==> config.mk <==
export PLATFORM = sky130hd
export DESIGN_NAME = logic_engine_responder
export DESIGN_NICKNAME = d
export VERILOG_FILES = /design/src/rtl/logic_engine_responder.sv
export SDC_FILE = /design/constraint.sdc
export NUM_CORES = 1
export LEC_CHECK = 0
export ABC_AREA = 1
export CAP_MARGIN = 0
export CORE_MARGIN = 4
export CORE_UTILIZATION = 50
export DETAILED_ROUTE_END_ITERATION = 10
export PLACE_DENSITY = 0.8
export SYNTH_ARGS = -nofsm -noshare
export SYNTH_HDL_FRONTEND = slang
export SYNTH_SLANG_ARGS = --single-unit
export TNS_END_PERCENT = 100
==> constraint.sdc <==
create_clock -name clk -period 3.7 [get_ports clk]
set_input_delay 0.925 -clock clk [delete_from_list [all_inputs] [get_ports clk]]
set_output_delay 0.925 -clock clk [all_outputs]
set_load 0.1 [all_outputs]
==> src/rtl/logic_engine_responder.sv <==
// Logic-engine responder: fetches a length-prefixed certificate descriptor from a
// registered word RAM and returns its rotate-XOR digest with a one-cycle ack.
//
// state       | meaning
// ------------+--------------------------------------------------------------
// IDLE        | waiting for logic_req
// ADDR_ERR    | bad request address, one settle cycle before reporting
// ISSUE_LEN   | reading the length word at base
// CAPTURE_LEN | length word on mem_rdata, issue first payload read
// STREAM      | folding one payload word per cycle
// DELAY       | LAT_EXTRA idle cycles before ack
// ACK         | one-cycle logic_ack pulse
// WAIT_LOW    | waiting for the CPU to release logic_req
module logic_engine_responder #(
    parameter int ADDR_W    = 8,
    parameter int MAX_LEN   = 64,
    parameter int LAT_EXTRA = 0
) (
    input  logic              clk,
    input  logic              rst_n,
    input  logic              logic_req,
    input  logic [31:0]       logic_addr,
    output logic              logic_ack,
    output logic [31:0]       logic_data,
    output logic              mem_en,
    output logic [ADDR_W-1:0] mem_addr,
    input  logic [31:0]       mem_rdata,
    output logic              busy,
    output logic              err,
    output logic [31:0]       req_count
);

    localparam logic [2:0] S_IDLE        = 3'd0;
    localparam logic [2:0] S_ISSUE_LEN   = 3'd1;
    localparam logic [2:0] S_CAPTURE_LEN = 3'd2;
    localparam logic [2:0] S_STREAM      = 3'd3;
    localparam logic [2:0] S_DELAY       = 3'd4;
    localparam logic [2:0] S_ACK         = 3'd5;
    localparam logic [2:0] S_WAIT_LOW    = 3'd6;
    localparam logic [2:0] S_ADDR_ERR    = 3'd7;

    localparam logic [31:0]       MAX_LEN_W = 32'(MAX_LEN);
    localparam logic [ADDR_W-1:0] OFS_ONE   = ADDR_W'(1);
    localparam logic [ADDR_W-1:0] OFS_TWO   = ADDR_W'(2);
    localparam logic [3:0]        DLY_LOAD  = 4'(LAT_EXTRA - 1);

    logic [2:0]        state;
    logic [ADDR_W-1:0] base_q;
    logic [31:0]       len_q;
    logic [31:0]       k_q;
    logic [31:0]       acc_q;
    logic [31:0]       pend_data;
    logic              pend_err;
    logic [3:0]        dly_cnt;

    logic        addr_bad;
    logic        len_ok;
    logic [31:0] k_next;
    logic        stream_last;
    logic [63:0] rot_wide;
    logic [31:0] stream_word;
    logic        fin;
    logic [31:0] fin_data;
    logic        fin_err;

    assign addr_bad    = (logic_addr[1:0] != 2'b00) || (logic_addr[31:ADDR_W+2] != '0);
    assign len_ok      = (mem_rdata != 32'd0) && (mem_rdata <= MAX_LEN_W);
    assign k_next      = k_q + 32'd1;
    assign stream_last = (k_next == len_q);
    assign rot_wide    = {mem_rdata, mem_rdata} << k_q[4:0];
    assign stream_word = rot_wide[63:32];

    assign busy      = (state != S_IDLE);
    assign logic_ack = (state == S_ACK);

    always_comb begin
        mem_en   = 1'b0;
        mem_addr = '0;
        case (state)
            S_ISSUE_LEN: begin
                mem_en   = 1'b1;
                mem_addr = base_q;
            end
            S_CAPTURE_LEN: begin
                if (len_ok) begin
                    mem_en   = 1'b1;
                    mem_addr = base_q + OFS_ONE;
                end
            end
            S_STREAM: begin
                if (!stream_last) begin
                    mem_en   = 1'b1;
                    mem_addr = base_q + OFS_TWO + k_q[ADDR_W-1:0];
                end
            end
            default: ;
        endcase
    end

    // Every path that produces a response funnels through fin.
    always_comb begin
        fin      = 1'b0;
        fin_data = 32'd0;
        fin_err  = 1'b0;
        case (state)
            S_ADDR_ERR: begin
                fin      = 1'b1;
                fin_data = 32'hFFFF_FFFE;
                fin_err  = 1'b1;
            end
            S_CAPTURE_LEN: begin
                if (mem_rdata > MAX_LEN_W) begin
                    fin      = 1'b1;
                    fin_data = 32'hFFFF_FFFF;
                    fin_err  = 1'b1;
                end else if (mem_rdata == 32'd0) begin
                    fin = 1'b1;
                end
            end
            S_STREAM: begin
                if (stream_last) begin
                    fin      = 1'b1;
                    fin_data = acc_q ^ stream_word;
                end
            end
            default: ;
        endcase
    end

    always_ff @(posedge clk) begin
        if (!rst_n) begin
            state      <= S_IDLE;
            base_q     <= '0;
            len_q      <= 32'd0;
            k_q        <= 32'd0;
            acc_q      <= 32'd0;
            pend_data  <= 32'd0;
            pend_err   <= 1'b0;
            dly_cnt    <= 4'd0;
            logic_data <= 32'd0;
            err        <= 1'b0;
            req_count  <= 32'd0;
        end else begin
            case (state)
                S_IDLE: begin
                    if (logic_req) begin
                        base_q    <= logic_addr[ADDR_W+1:2];
                        req_count <= req_count + 32'd1;
                        state     <= addr_bad ? S_ADDR_ERR : S_ISSUE_LEN;
                    end
                end
                S_ISSUE_LEN: state <= S_CAPTURE_LEN;
                S_CAPTURE_LEN: begin
                    len_q <= mem_rdata;
                    if (len_ok) begin
                        k_q   <= 32'd0;
                        acc_q <= 32'd0;
                        state <= S_STREAM;
                    end
                end
                S_STREAM: begin
                    acc_q <= acc_q ^ stream_word;
                    if (!stream_last) k_q <= k_next;
                end
                S_DELAY: begin
                    if (dly_cnt == 4'd0) begin
                        state      <= S_ACK;
                        logic_data <= pend_data;
                        err        <= pend_err;
                    end else begin
                        dly_cnt <= dly_cnt - 4'd1;
                    end
                end
                S_ACK: state <= S_WAIT_LOW;
                S_WAIT_LOW: begin
                    if (!logic_req) state <= S_IDLE;
                end
                default: state <= S_IDLE;
            endcase

            if (fin) begin
                if (LAT_EXTRA == 0) begin
                    state      <= S_ACK;
                    logic_data <= fin_data;
                    err        <= fin_err;
                end else begin
                    state     <= S_DELAY;
                    pend_data <= fin_data;
                    pend_err  <= fin_err;
                    dly_cnt   <= DLY_LOAD;
                end
            end
        end
    end

endmodule

==> results.py <==
metrics = {
    "setup_path": {
        "worst-endpoint-arrival_ps": 2930,
        "r2r_slack_ps": 740,
        "reg2reg_depth": 23,
        "crit_type": "reg -> out",
        "cp_max_fo": 7,
        "critPathBufInv": 5,
        "worst_path_max_delay_cell": "dfxtp_4",
        "max_stage_delay_ps": 390,
        "crit-reg2reg-launch": "k_q[0]",
        "crit_required_ps": 2770,
        "endpoint": "mem_addr[0]",
        "worst_setup_path_start_kind": "register",
        "r2r_end": "k_q[2]",
        "cp-end-kind": "primary output",
        "path_cells": "ha_4 > nand2_4 > buf_4 > buf_4 > nand3_1 > nand2_1 > nor2_1 > nand3_1 > nor2_1 > nand2_1 > nor2_2 > nand2_2 > nor2_4 > nand3_4 > nand2_4 > inv_6 > nand2_1 > o211ai_1 > buf_4 > buf_12",
        "crit_start": "k_q[0]",
        "crit_family": "simple AND/OR/NAND/NOR gates",
        "critical_path_depth": 20,
    },
    "clocking": {
        "clock-root-buffer": "clkbuf_16",
        "cts_tree": "done",
        "clock_path_buffers": 2,
        "clock_latency_ps": 440,
        "path_clk_slew_ps": 80,
        "htreeDepth": 4,
        "numCtsBuffers": 17,
        "clock-sinks": 176,
        "holdBufCountCts": 0,
    },
    "placement": {
        "port_buffers": 142,
        "dp_hpwl_um": 26590,
        "dp_slack_ps": -320.1,
        "place_congestion": 0.9728,
    },
    "route": {
        "drc": 0,
        "drtIter0Drc": 1433,
        "dr.pass1.iters": 6,
        "routed_wl_um": 37550,
        "vias": 13350,
        "wl_per_cell_um": 15.99,
        "detail-route-antenna-nets": 0,
        "viasPerCell": 5.686,
    },
    "cells_and_area": {
        "final_cell_mix": "440 x nand2_1, 220 x nor2_1, 183 x nand3_1",
        "layout-drive-gt1-share": 0.1601,
        "layout_commonest_cell": "nand2_1",
        "final_nets": 2140,
        "area_delta_synth_final_pct": 31.20,
        "diodes": 0,
    },
    "sta": {
        "setup_violations": 9,
        "finalCriticalPeriod_ps": 3856,
        "clock_skew_ps": 16.53,
        "rsz0062_at_grt": "true",
        "min_period_over_period": 1.042,
        "slew_headroom": 0.2408,
        "worst_slew_pin_slew_ps": 1136,
        "finalWorstSetupSlack_ps": -156.4,
        "finalMaxSlewViolations": 0,
        "hold_violations": 0,
        "fmax_mhz": 259.3,
        "setup_tns_ps": -848.5,
        "fin_hold_ws_ps": 450.9,
    },
    "outcome": {
        "failed_checks": "setup timing",
        "status": "complete, but fails checks",
    },
    "floorplan": {
        "die_y_um": 158.6,
        "start_util": 0.5134,
        "fp.dieW_um": 158.6,
        "ios": 143,
        "coreArea_um2": 22090,
        "die-area_um2": 25160,
        "fp-row-count": 54,
    },
    "grt": {
        "grt_max_degree": 78,
        "grt.overflow.total": 0,
        "grt_pass1_wl_um": 60140,
        "grt_pass1_vias": 12460,
        "antenna_found_initial": 0,
        "grt_use_total": 0.2937,
    },
    "synthesis": {
        "netlist_instances": 1859,
        "synth_area_um2": 11340,
        "ys_seq_area_frac": 0.3106,
        "syn_nets": 1944,
        "synth_top_flop_cell": "dfxtp_1",
        "synth-seq-cells": 176,
        "synth-edff-count": 0,
        "synth-simple-area-share": 0.3905,
        "synth_compound_area_frac": 0.1683,
        "synth.area.mux_share": 0,
        "synth_xor_area_frac": 0.02338,
        "yosys.area.top_type": "dfxtp_1",
        "yosys-top-cells-area": "dfxtp_1 31%, nand2_1 16%, nand3_1 8.5%",
        "synth.top_cell.area_share": 0.3106,
        "synthDistinctLibCells": 45,
        "synth_warnings": 0,
        "synth_adder_area_share": 0.02052,
        "syn_avg_cell_area_um2": 6.102,
        "async_reset_ff_frac": 0,
        "synth_top_family_by_area": "simple AND/OR/NAND/NOR gates",
    },
    "pwr": {
        "switching_share": 0.4945,
        "clkPwrFrac": 0.208,
        "p_seq_frac": 0.283,
        "power_density_nw_per_um2": 613.2,
        "power.switching_mw": 4.513,
        "p_int_mw": 4.613,
        "p_leak_nw": 6.308,
        "ir_drop_mv": 0.8247,
        "combPwrFrac": 0.509,
    },
    "run": {
        "maxCapViolations": 0,
    },
    "worst_hold_path": {
        "holdCritStartpoint": "dly_cnt[0]",
        "hold_class": "reg -> reg",
    },
}
[stage by stage]
| step | cell area (um2) | cells | power [mW] | utilization |
|---|---|---|---|---|
| finish | 14880 | 2348 | 9.126 | 0.6736 |
| global route | 14880 | 2348 | 9.657 | 0.6736 |
| CTS | 14570 | 2334 | 8.999 | 0.6594 |
| detailed placement | 13510 | 2272 | 6.938 | 0.6114 |
| global placement | 13510 | 2272 | 6.877 | 0.6114 |
| floorplan | 11450 | 1859 | 5.731 | - |
[worst reg2reg max path, delay by kind of cell, from the launching register on]
family / cells / cell delay (ps)
simple gates: 15 / 1410
buf+inv: 7 / 900
flops: 1 / 390
fa+ha+maj: 1 / 170
[power by group through the flow]
stage | Sequential (mW) | Combinational, mW | Clock (mW)
6_report | 2.58 | 4.65 | 1.90
5_1_grt | 2.62 | 5.04 | 2.00
4_1_cts | 2.56 | 4.52 | 1.92
3_5_place_dp | 2.59 | 4.35 | 0
3_3_place_gp | 2.58 | 4.30 | 0
2_1_floorplan | 3.41 | 2.32 | 0
[how the worst min path moves through the flow]
| stage | end | slack [ps] | cells after the start |
|---|---|---|---|
| 3_5_place_dp | dly_cnt[0] | 440 | 1 |
| 5_1_grt | dly_cnt[0] | 490 | 1 |
| 4_1_cts | dly_cnt[0] | 450 | 1 |
| 3_3_place_gp | dly_cnt[0] | 440 | 1 |
| 6_report | dly_cnt[0] | 450 | 1 |
| 2_1_floorplan | dly_cnt[0] | 420 | 1 |
[Yosys cell counts (2+ instances only)]
cell type  instances
nand2_1          473
nor2_1           242
nand3_1          193
dfxtp_1          176
a21oi_1          169
inv_1            151
o21ai_0          142
clkbuf_1          57
nand4_1           51
o21ai_1           30
buf_1             20
ha_1              17
nor3_1            15
xor2_1            14
buf_2             11
nor4_1            11
a22oi_1            8
and2_1             7
o211ai_1           7
nor2_2             6
xnor2_1            6
inv_2              5
nor2_4             5
nand3b_1           4
nor3b_1            4
o21a_1             4
xnor3_1            4
buf_4              3
nand2_2            3
nand2_4            3
a211oi_1           2
a31oi_1            2
buf_6              2
[per-layer routing]
layer | share of wire | GRT usage
met2 | 0.46 | 0.4773
met4 | 0.020 | 0.08327
met1 | 0.42 | 0.3854
met5 | 0 | 0
met3 | 0.097 | 0.07855
[flip-flops by register name (all words and copies together), names as in the netlist]
signal,cells
state,3
len_q,32
logic_data,32
err,1
req_count,32
dly_cnt,4
base_q,8
k_q,32
acc_q,32
[logic make-up after synthesis]
logic type / count (synthesis)
and+or+nand+nor: 1023
xor gates and xnor gates: 24
AOI/OAI and AO/OA: 368
DFF: 176
buffers and inverters: 250
adders and majority gates: 18
[final cells by class]
class / count / area [um2]
clock buffer: 17 / 425.4
clock inverter: 15 / 202.7
fill: 1912 / 7211
inverter: 157 / 616.8
multi-input combinational: 1433 / 7208
sequential: 176 / 3560
tap: 280 / 350.3
timing repair buffer: 270 / 2520
[timing repair]
| item | CTS | global route |
|---|---|---|
| resized for setup | 93 | 75 |
| buffers inserted | 29 | 15 |
| setup endpoints to repair | 9 | 42 |
| cloned | 1 | 0 |
| pin swaps | 28 | 32 |
(Power assumes the default switching activity.)
